File: config.mk
export PLATFORM = sky130hd
export DESIGN_NAME = pit_timer
export DESIGN_NICKNAME = d
export VERILOG_FILES = /design/src/rtl/pit_pkg.sv /design/src/rtl/pit_dncnt.sv /design/src/rtl/pit_timer.sv
export SDC_FILE = /design/constraint.sdc
export NUM_CORES = 1
export LEC_CHECK = 0
export ABC_AREA = 1
export BUFFER_PORTS_ARGS = -buffer_cell sky130_fd_sc_hd__clkbuf_2
export CAP_MARGIN = 20
export CORE_MARGIN = 3
export CORE_UTILIZATION = 30
export CTS_BUF_LIST = sky130_fd_sc_hd__clkbuf_8
export DETAILED_ROUTE_END_ITERATION = 8
export SYNTH_ARGS = -nofsm -noshare
export SYNTH_HDL_FRONTEND = slang
export SYNTH_SLANG_ARGS = --single-unit
File: constraint.sdc
create_clock -name sys_clk -period 1.95 [get_ports sys_clk]
set_input_delay 0 -clock sys_clk [delete_from_list [all_inputs] [get_ports sys_clk]]
set_output_delay 0 -clock sys_clk [all_outputs]
set_load 0.1 [all_outputs]
File: src/rtl/pit_pkg.sv
// rtl/pit_pkg.sv - shared width, zero constant and count type for the interval timer
package pit_pkg;
  localparam int PIT_CW = 16;
  typedef logic [PIT_CW-1:0] pit_cnt_t;
  localparam pit_cnt_t PIT_ZERO = '0;
endpackage

File: src/rtl/pit_dncnt.sv
// rtl/pit_dncnt.sv - loadable down-counter with reload register and terminal-count decode
module pit_dncnt
  import pit_pkg::*;
#(
  parameter int CW = PIT_CW
) (
  input  logic          clk,
  input  logic          rst_n,
  input  logic          ld,
  input  logic [CW-1:0] ld_val,
  input  logic          en,
  output logic [CW-1:0] cnt,
  output logic [CW-1:0] rld,
  output logic          tc
);

  logic [CW-1:0] r_cnt;
  logic [CW-1:0] r_rld;
  logic          w_zero;

  assign w_zero = (r_cnt == CW'(PIT_ZERO));

  // A load always wins; at zero the count reloads instead of borrowing to all-ones.
  always_ff @(posedge clk or negedge rst_n) begin
    if (!rst_n) begin
      r_cnt <= '0;
      r_rld <= '0;
    end else if (ld) begin
      r_rld <= ld_val;
      r_cnt <= ld_val;
    end else if (en) begin
      r_cnt <= w_zero ? r_rld : r_cnt - CW'(1);
    end
  end

  assign cnt = r_cnt;
  assign rld = r_rld;
  assign tc  = en & w_zero;

endmodule

File: src/rtl/pit_timer.sv
// rtl/pit_timer.sv - prescaler/divider interval timer with one-cycle irq pulse
// Optional PIT_SNAPSHOT_EN adds snap-captured shadow registers on the readback path.
module pit_timer
  import pit_pkg::*;
#(
  parameter int CW = PIT_CW
) (
  input  logic          sys_clk,
  input  logic          resetl,
  input  logic [CW-1:0] din,
  input  logic          pre_we,
  input  logic          div_we,
  input  logic          snap,
  output logic [CW-1:0] pre_q,
  output logic [CW-1:0] div_q,
  output logic          irq,
  output logic          run
);

  logic [CW-1:0] w_pre_cnt;
  logic [CW-1:0] w_pre_rld;
  logic [CW-1:0] w_div_cnt;
  logic [CW-1:0] w_div_rld_unused;
  logic          w_pre_en;
  logic          w_pre_tc;
  logic          w_div_en;
  logic          w_div_tc;
  logic          r_irq;

  assign run      = (w_pre_rld != CW'(PIT_ZERO));
  assign w_pre_en = run & ~pre_we;
  // A divider write on a tick edge swallows that tick, so no irq can fire.
  assign w_div_en = w_pre_tc & ~div_we;

  pit_dncnt #(.CW(CW)) u_pre (
    .clk    (sys_clk),
    .rst_n  (resetl),
    .ld     (pre_we),
    .ld_val (din),
    .en     (w_pre_en),
    .cnt    (w_pre_cnt),
    .rld    (w_pre_rld),
    .tc     (w_pre_tc)
  );

  pit_dncnt #(.CW(CW)) u_div (
    .clk    (sys_clk),
    .rst_n  (resetl),
    .ld     (div_we),
    .ld_val (din),
    .en     (w_div_en),
    .cnt    (w_div_cnt),
    .rld    (w_div_rld_unused),
    .tc     (w_div_tc)
  );

  always_ff @(posedge sys_clk or negedge resetl) begin
    if (!resetl) r_irq <= 1'b0;
    else         r_irq <= w_div_tc;
  end

  assign irq = r_irq;

`ifdef PIT_SNAPSHOT_EN
  logic [CW-1:0] r_pre_snap;
  logic [CW-1:0] r_div_snap;

  always_ff @(posedge sys_clk or negedge resetl) begin
    if (!resetl) begin
      r_pre_snap <= '0;
      r_div_snap <= '0;
    end else if (snap) begin
      r_pre_snap <= w_pre_cnt;
      r_div_snap <= w_div_cnt;
    end
  end

  assign pre_q = r_pre_snap;
  assign div_q = r_div_snap;
`else
  logic w_snap_unused;
  assign w_snap_unused = snap;
  assign pre_q = w_pre_cnt;
  assign div_q = w_div_cnt;
`endif

endmodule

; After elaboration in Yosys (flattened, before gate mapping)
; Index checks and enable logic that the tools add are counted.
[totals]
ff_bits = 65
output_inout_bits = 34
latch_bits = 0
input_bits = 21
memories = 0
ramBits = 0
wordCells = 24
mem_bits_ro = 0
[op_classes]
addsub = 2
magnitude_cmp = 0
n_mux = 6
n_reduce_logical = 5
shift = 0
multipliers = 0
bitwise = 6
n_eq_ne = 0
n_div = 0
[ops]
columns = cell, count
row1 = $mux W16, 6
row2 = $logic_not A16 Y1, 2
row3 = $sub A16 B1 Y16 const B, 2
row4 = $reduce_bool A16 Y1, 1
row5 = $and A1 B1 Y1, 4
row6 = $reduce_bool A2 Y1, 2
row7 = $not A1 Y1, 2

; Depth between registers and ports, before layout
[depth]
depth_word = 6
depth_mapped = 13
mapped_depth_nobuf = 13

; Cells and area by module
; Synthesis repeated with hierarchy kept, for this count alone.
[unflattened]
cells_unflattened = 583
hier_area_um2 = 4130.2
[by_module_without_submodules]
columns = mod, n_inst, area_each_um2, seq_area_each_um2, cells_each
row1 = pit_dncnt (u_div), 1, 2040.7, 800.8, 293
row2 = pit_dncnt (u_pre), 1, 1995.7, 800.8, 271
row3 = pit_timer, 1, 93.8, 25.0, 19

; Worst setup path before layout
; Ideal clock, no wire load.
[synth_path]
path_type = reg2reg
from = reg u_pre.r_cnt[0], in the netlist u_pre.cnt[0]
to = reg u_pre.r_cnt[9], in the netlist u_pre.cnt[9]
arrival_ns = 2.150
required_time_ns = 1.826
synth_period_minus_slack_ns = 2.274
n_path_buf = 1
stages_incl_launch_ff = 12
setup_slack_ns = -0.324
setup_ns = 0.124
cell_sequence = dfrtp_1 inv_1 ha_1 inv_1 nor2_1 nand3_1 nor2_2 nand2_1 buf_6 nand3_1 o211ai_1 nand2_1
[synth_via]
elab_chain_cells = 4
elab_cells_between_ends = 5
cone_classes = 1 x add/sub / 3 x mux / 1 x reduce/logical
[synth_lines]
columns = element, line
row1 = start: declaration, pit_dncnt.sv:17  ; logic [CW-1:0] r_cnt;
row2 = start signal: assignment, pit_dncnt.sv:30  ; r_cnt <= ld_val;
row3 = start signal: assignment, pit_dncnt.sv:32  ; r_cnt <= w_zero ? r_rld : r_cnt - CW'(1);
row4 = $sub A16 B1 Y16 / $logic_not A16 Y1 (equally long branches), "pit_dncnt.sv:32, pit_dncnt.sv:21"
row5 = $mux W16 *, pit_dncnt.sv:32
row6 = $mux W16 *, pit_dncnt.sv:31  ; end else if (en) begin
row7 = $mux W16 *, pit_dncnt.sv:28  ; end else if (ld) begin
; Every way passes the cells marked *; elsewhere a longest branch is shown, timed or not. The select of a mux whose other input is x is not followed.
; A chain may end at the register's enable or synchronous reset.

; Final worst setup path
[layout_path]
from = reg u_div.r_cnt[0], in the netlist u_div.cnt[0]
to = reg u_div.r_cnt[0], in the netlist u_div.cnt[0]
[layout_via]
elab_chain_cells = 4
elab_cells_between_ends = 5
cone_classes = 1 x add/sub / 3 x mux / 1 x reduce/logical
[layout_lines]
columns = element, line
row1 = start: declaration, pit_dncnt.sv:17
row2 = start signal: assignment, pit_dncnt.sv:30
row3 = start signal: assignment, pit_dncnt.sv:32
row4 = $sub A16 B1 Y16 / $logic_not A16 Y1 (equally long branches), "pit_dncnt.sv:32, pit_dncnt.sv:21"
row5 = $mux W16 *, pit_dncnt.sv:32
row6 = $mux W16 *, pit_dncnt.sv:31
row7 = $mux W16 *, pit_dncnt.sv:28
; Marks and branches as above.

==> metrics.cfg <==
[clocking]
cts_max_level = 3
insertion_delay_ns = 0.35
root_buffer = clkbuf_8
cts.clk_slew.worst_paths_ns = 0.08
clock-sinks = 65
cts_tree = built
cts-buffers-inserted = 9
cts_buffer_depth = 2

[timing]
fin_skew_ns = 0.0107
setup_viol = 0
whs_ns = 0.0720
fmax_ghz = 0.544
relSlewSlack_pct = 56.1
hold_viol_final = 0
worst_slew_pin_slew_ns = 0.658
fin_crit_ns = 1.84
period_share_pct = 94.3
drv_slew = 0

[power_and_ir_drop]
p_leak_nw = 2.59
seq_power_share_pct = 35.1
internal-power_mw = 2.69
p_clk_share_pct = 28.6
p_sw_mw = 2.01
vdd_drop_max_mv = 0.282
p_sw_share_pct = 42.8
power_density_nw_per_um2 = 932
p_comb_share_pct = 36.3

[setup_path]
crit_path_cell_trace = inv_1 -> ha_2 -> inv_1 -> nor2_1 -> nand2_2 -> nor2_4 -> nand3_4 -> buf_4 -> nand3_1 -> nand3_1 -> nand2_1 -> nand2_1
path_max_fanout = 8
worstPathArrival_ns = 2.08
max_stage_delay_ns = 0.43
endpoint_kind = flip-flop
rr_worst_depth = 12
ff2ff_setup_slack_ns = 0.11
cp_num_buf_inv = 3
regToRegEndpoint = u_div.cnt[0]
startpoint_type = flip-flop
r2r-start = u_div.cnt[0]
critPathSlowestCell = dfrtp_2
cp_data_required_time_ns = 2.19
critical-path-top-delay-family = simple AND/OR/NAND/NOR gates
path_class = flip-flop to flip-flop

[synthesis]
ys_seq_area_share_pct = 40.5
synth_fa_ha_area_share_pct = 1.25
ys_warn_count = 0
yosysUniqueCellTypes = 35
synthSimpleGateAreaFrac_pct = 42.4
yosysTopAreaCell = dfrtp_1
synth_top_area_share_pct = 40.5
netlist_top_cells_area = dfrtp_1 41%, nand2_1 19%, nand3_1 9.0%
synth_seq_cells = 65
synth_xor_area_share_pct = 1.75
synthMuxAreaShare_pct = 0
synthArstFlopShare_pct = 100
synth_edf_count = 0
postSynthAreaPerCell_sq_um = 7.20
synth_top_family_by_area = simple AND/OR/NAND/NOR gates
synthCells = 557
synthFlopType = dfrtp_1
synth_compound_area_share_pct = 6.99
synthesis.area_sq_um = 4010
synth_fp_nets = 582

[finish]
area_delta_synth_final_pct = 25.7
nets = 675
multi_input_area_sq_um = 2120
antennaDiodeCount = 0
nFillCells = 1387
layout_commonest_cell = nand2_1
drive_gt1_share_pct = 22.6
final_cell_mix = 200 x nand2_1, 72 x nand3_1, 61 x dfrtp_1
seq_area_sq_um = 1630
fin_util_pct = 39.3

[drt]
ant_nets = 0
routed_wl_um = 12100
drc = 0
wl_per_cell_um = 14.6
drtIter0Drc = 193
dr.pass1.iters = 5
vias_per_cell = 4.80
vias = 3971

[grt]
grt_antenna_before_repair = 0
grt_max_degree = 30
grt_pass1_vias = 3852
grt_pass1_wl_um = 19900
overflow = 0
grt_use_total_pct = 17.0

[floorplan]
rows = 41
initial_core_util_pct = 31.3
ioPinCount = 55
core-area_sq_um = 12800
die_x_um = 122
die_y_um = 122
dieArea_sq_um = 14800

[worst_hold_path]
hold_start = pre_we
hold_end = u_pre.rld[2]
whs_path_depth = 4
hold_class = input port to flip-flop

[placed_design]
gp_congestion = 0.854
hpwlAfterDp_um = 9120
port_buffers = 53

[status]
status = complete, no violations

[job]
max_cap_viol_count = 0

worst max-delay path by stage:
stage                      start             to  slack, ns  depth (start not counted)
CTS                 u_div.cnt[0]  u_div.cnt[13]       0.07                         13
floorplan           u_pre.cnt[0]   u_pre.cnt[9]      0.005                         11
finish              u_div.cnt[0]   u_div.cnt[0]       0.11                         12
global route        u_div.cnt[0]   u_div.cnt[0]     -0.005                         12
detailed placement  u_div.cnt[0]   u_div.cnt[9]       0.09                         11
global placement    u_div.cnt[0]  u_div.cnt[12]       0.16                         13
area by class of cell:
type / count / share of cell area [%]
Clock buffer: 11 / 3.00
Clock inverter: 5 / 1.54
Inverter: 50 / 3.72
Multi-Input combinational cell: 427 / 42.1
Sequential cell: 65 / 32.4
Tap cell: 172 / 4.27
Timing Repair Buffer: 97 / 13.0
stage by stage:
stage                     instance area, sq um  power, mW  TNS (ns)  std cells  setup slack, ns
after floorplan                           4020       2.94         0        557          0.00503
after global placement                    4590       3.32         0        791            0.161
after detailed placement                  4590       3.34         0        791           0.0928
after CTS                                 4990       4.72         0        824           0.0729
after global routing                      5040       4.95  -0.00538        827         -0.00538
final                                     5040       4.70         0        827            0.111
routing by layer:
metal	GRT usage, %	wire (um)	up-vias
met5	0	0	-
met4	5.46	223	0
met3	3.06	528	15
met2	27.0	5520	88
met1	23.7	5800	1875
li1	-	-	1993
power by group through the flow:
stage / logic (mW) / clock network [mW] / registers [mW]
2_1_floorplan: 0.620 / 0 / 2.32
3_3_place_gp: 1.65 / 0 / 1.67
3_5_place_dp: 1.67 / 0 / 1.68
4_1_cts: 1.70 / 1.37 / 1.65
5_1_grt: 1.84 / 1.43 / 1.67
6_report: 1.70 / 1.34 / 1.65
timing repair:
item | in CTS | in global routing
endpoints found under the setup margin | 0 | 10
hold buffers | 17 | 0
buffers inserted | 0 | 3
endpoints found under the hold margin | 66 | 0
gates resized for setup | 0 | 8
flip-flops by register name (all words and copies together) (netlist names):
signal,flops
u_div.cnt,16
u_div.rld,16
irq,1
u_pre.rld,16
u_pre.cnt,16
tightest hold or removal path: stages:
cell and delay [ns]:
clkbuf_2 0.10, inv_2 0.15, nand2_1 0.10, nand2_1 0.04
cell families (layout without fill, tap and decap cells):
family	Yosys count	count (layout)
AOI/OAI and AO/OA	45	45
DFF	65	65
xor gates and xnor gates	8	8
buffers and inverters	65	163
adders and majority gates	4	4
and+or+nand+nor	370	370
cells in the mapped netlist, types with 7 or more instances:
cell type    n
inv_2        8
o21ai_0     21
dfrtp_1     65
nand3_1     72
inv_1       42
o211ai_1     8
nand4_1     16
nor2_2      16
nor2_1      42
nand2_2      7
nand2_1    201
Note: power is estimated with default switching activity, not from simulation.
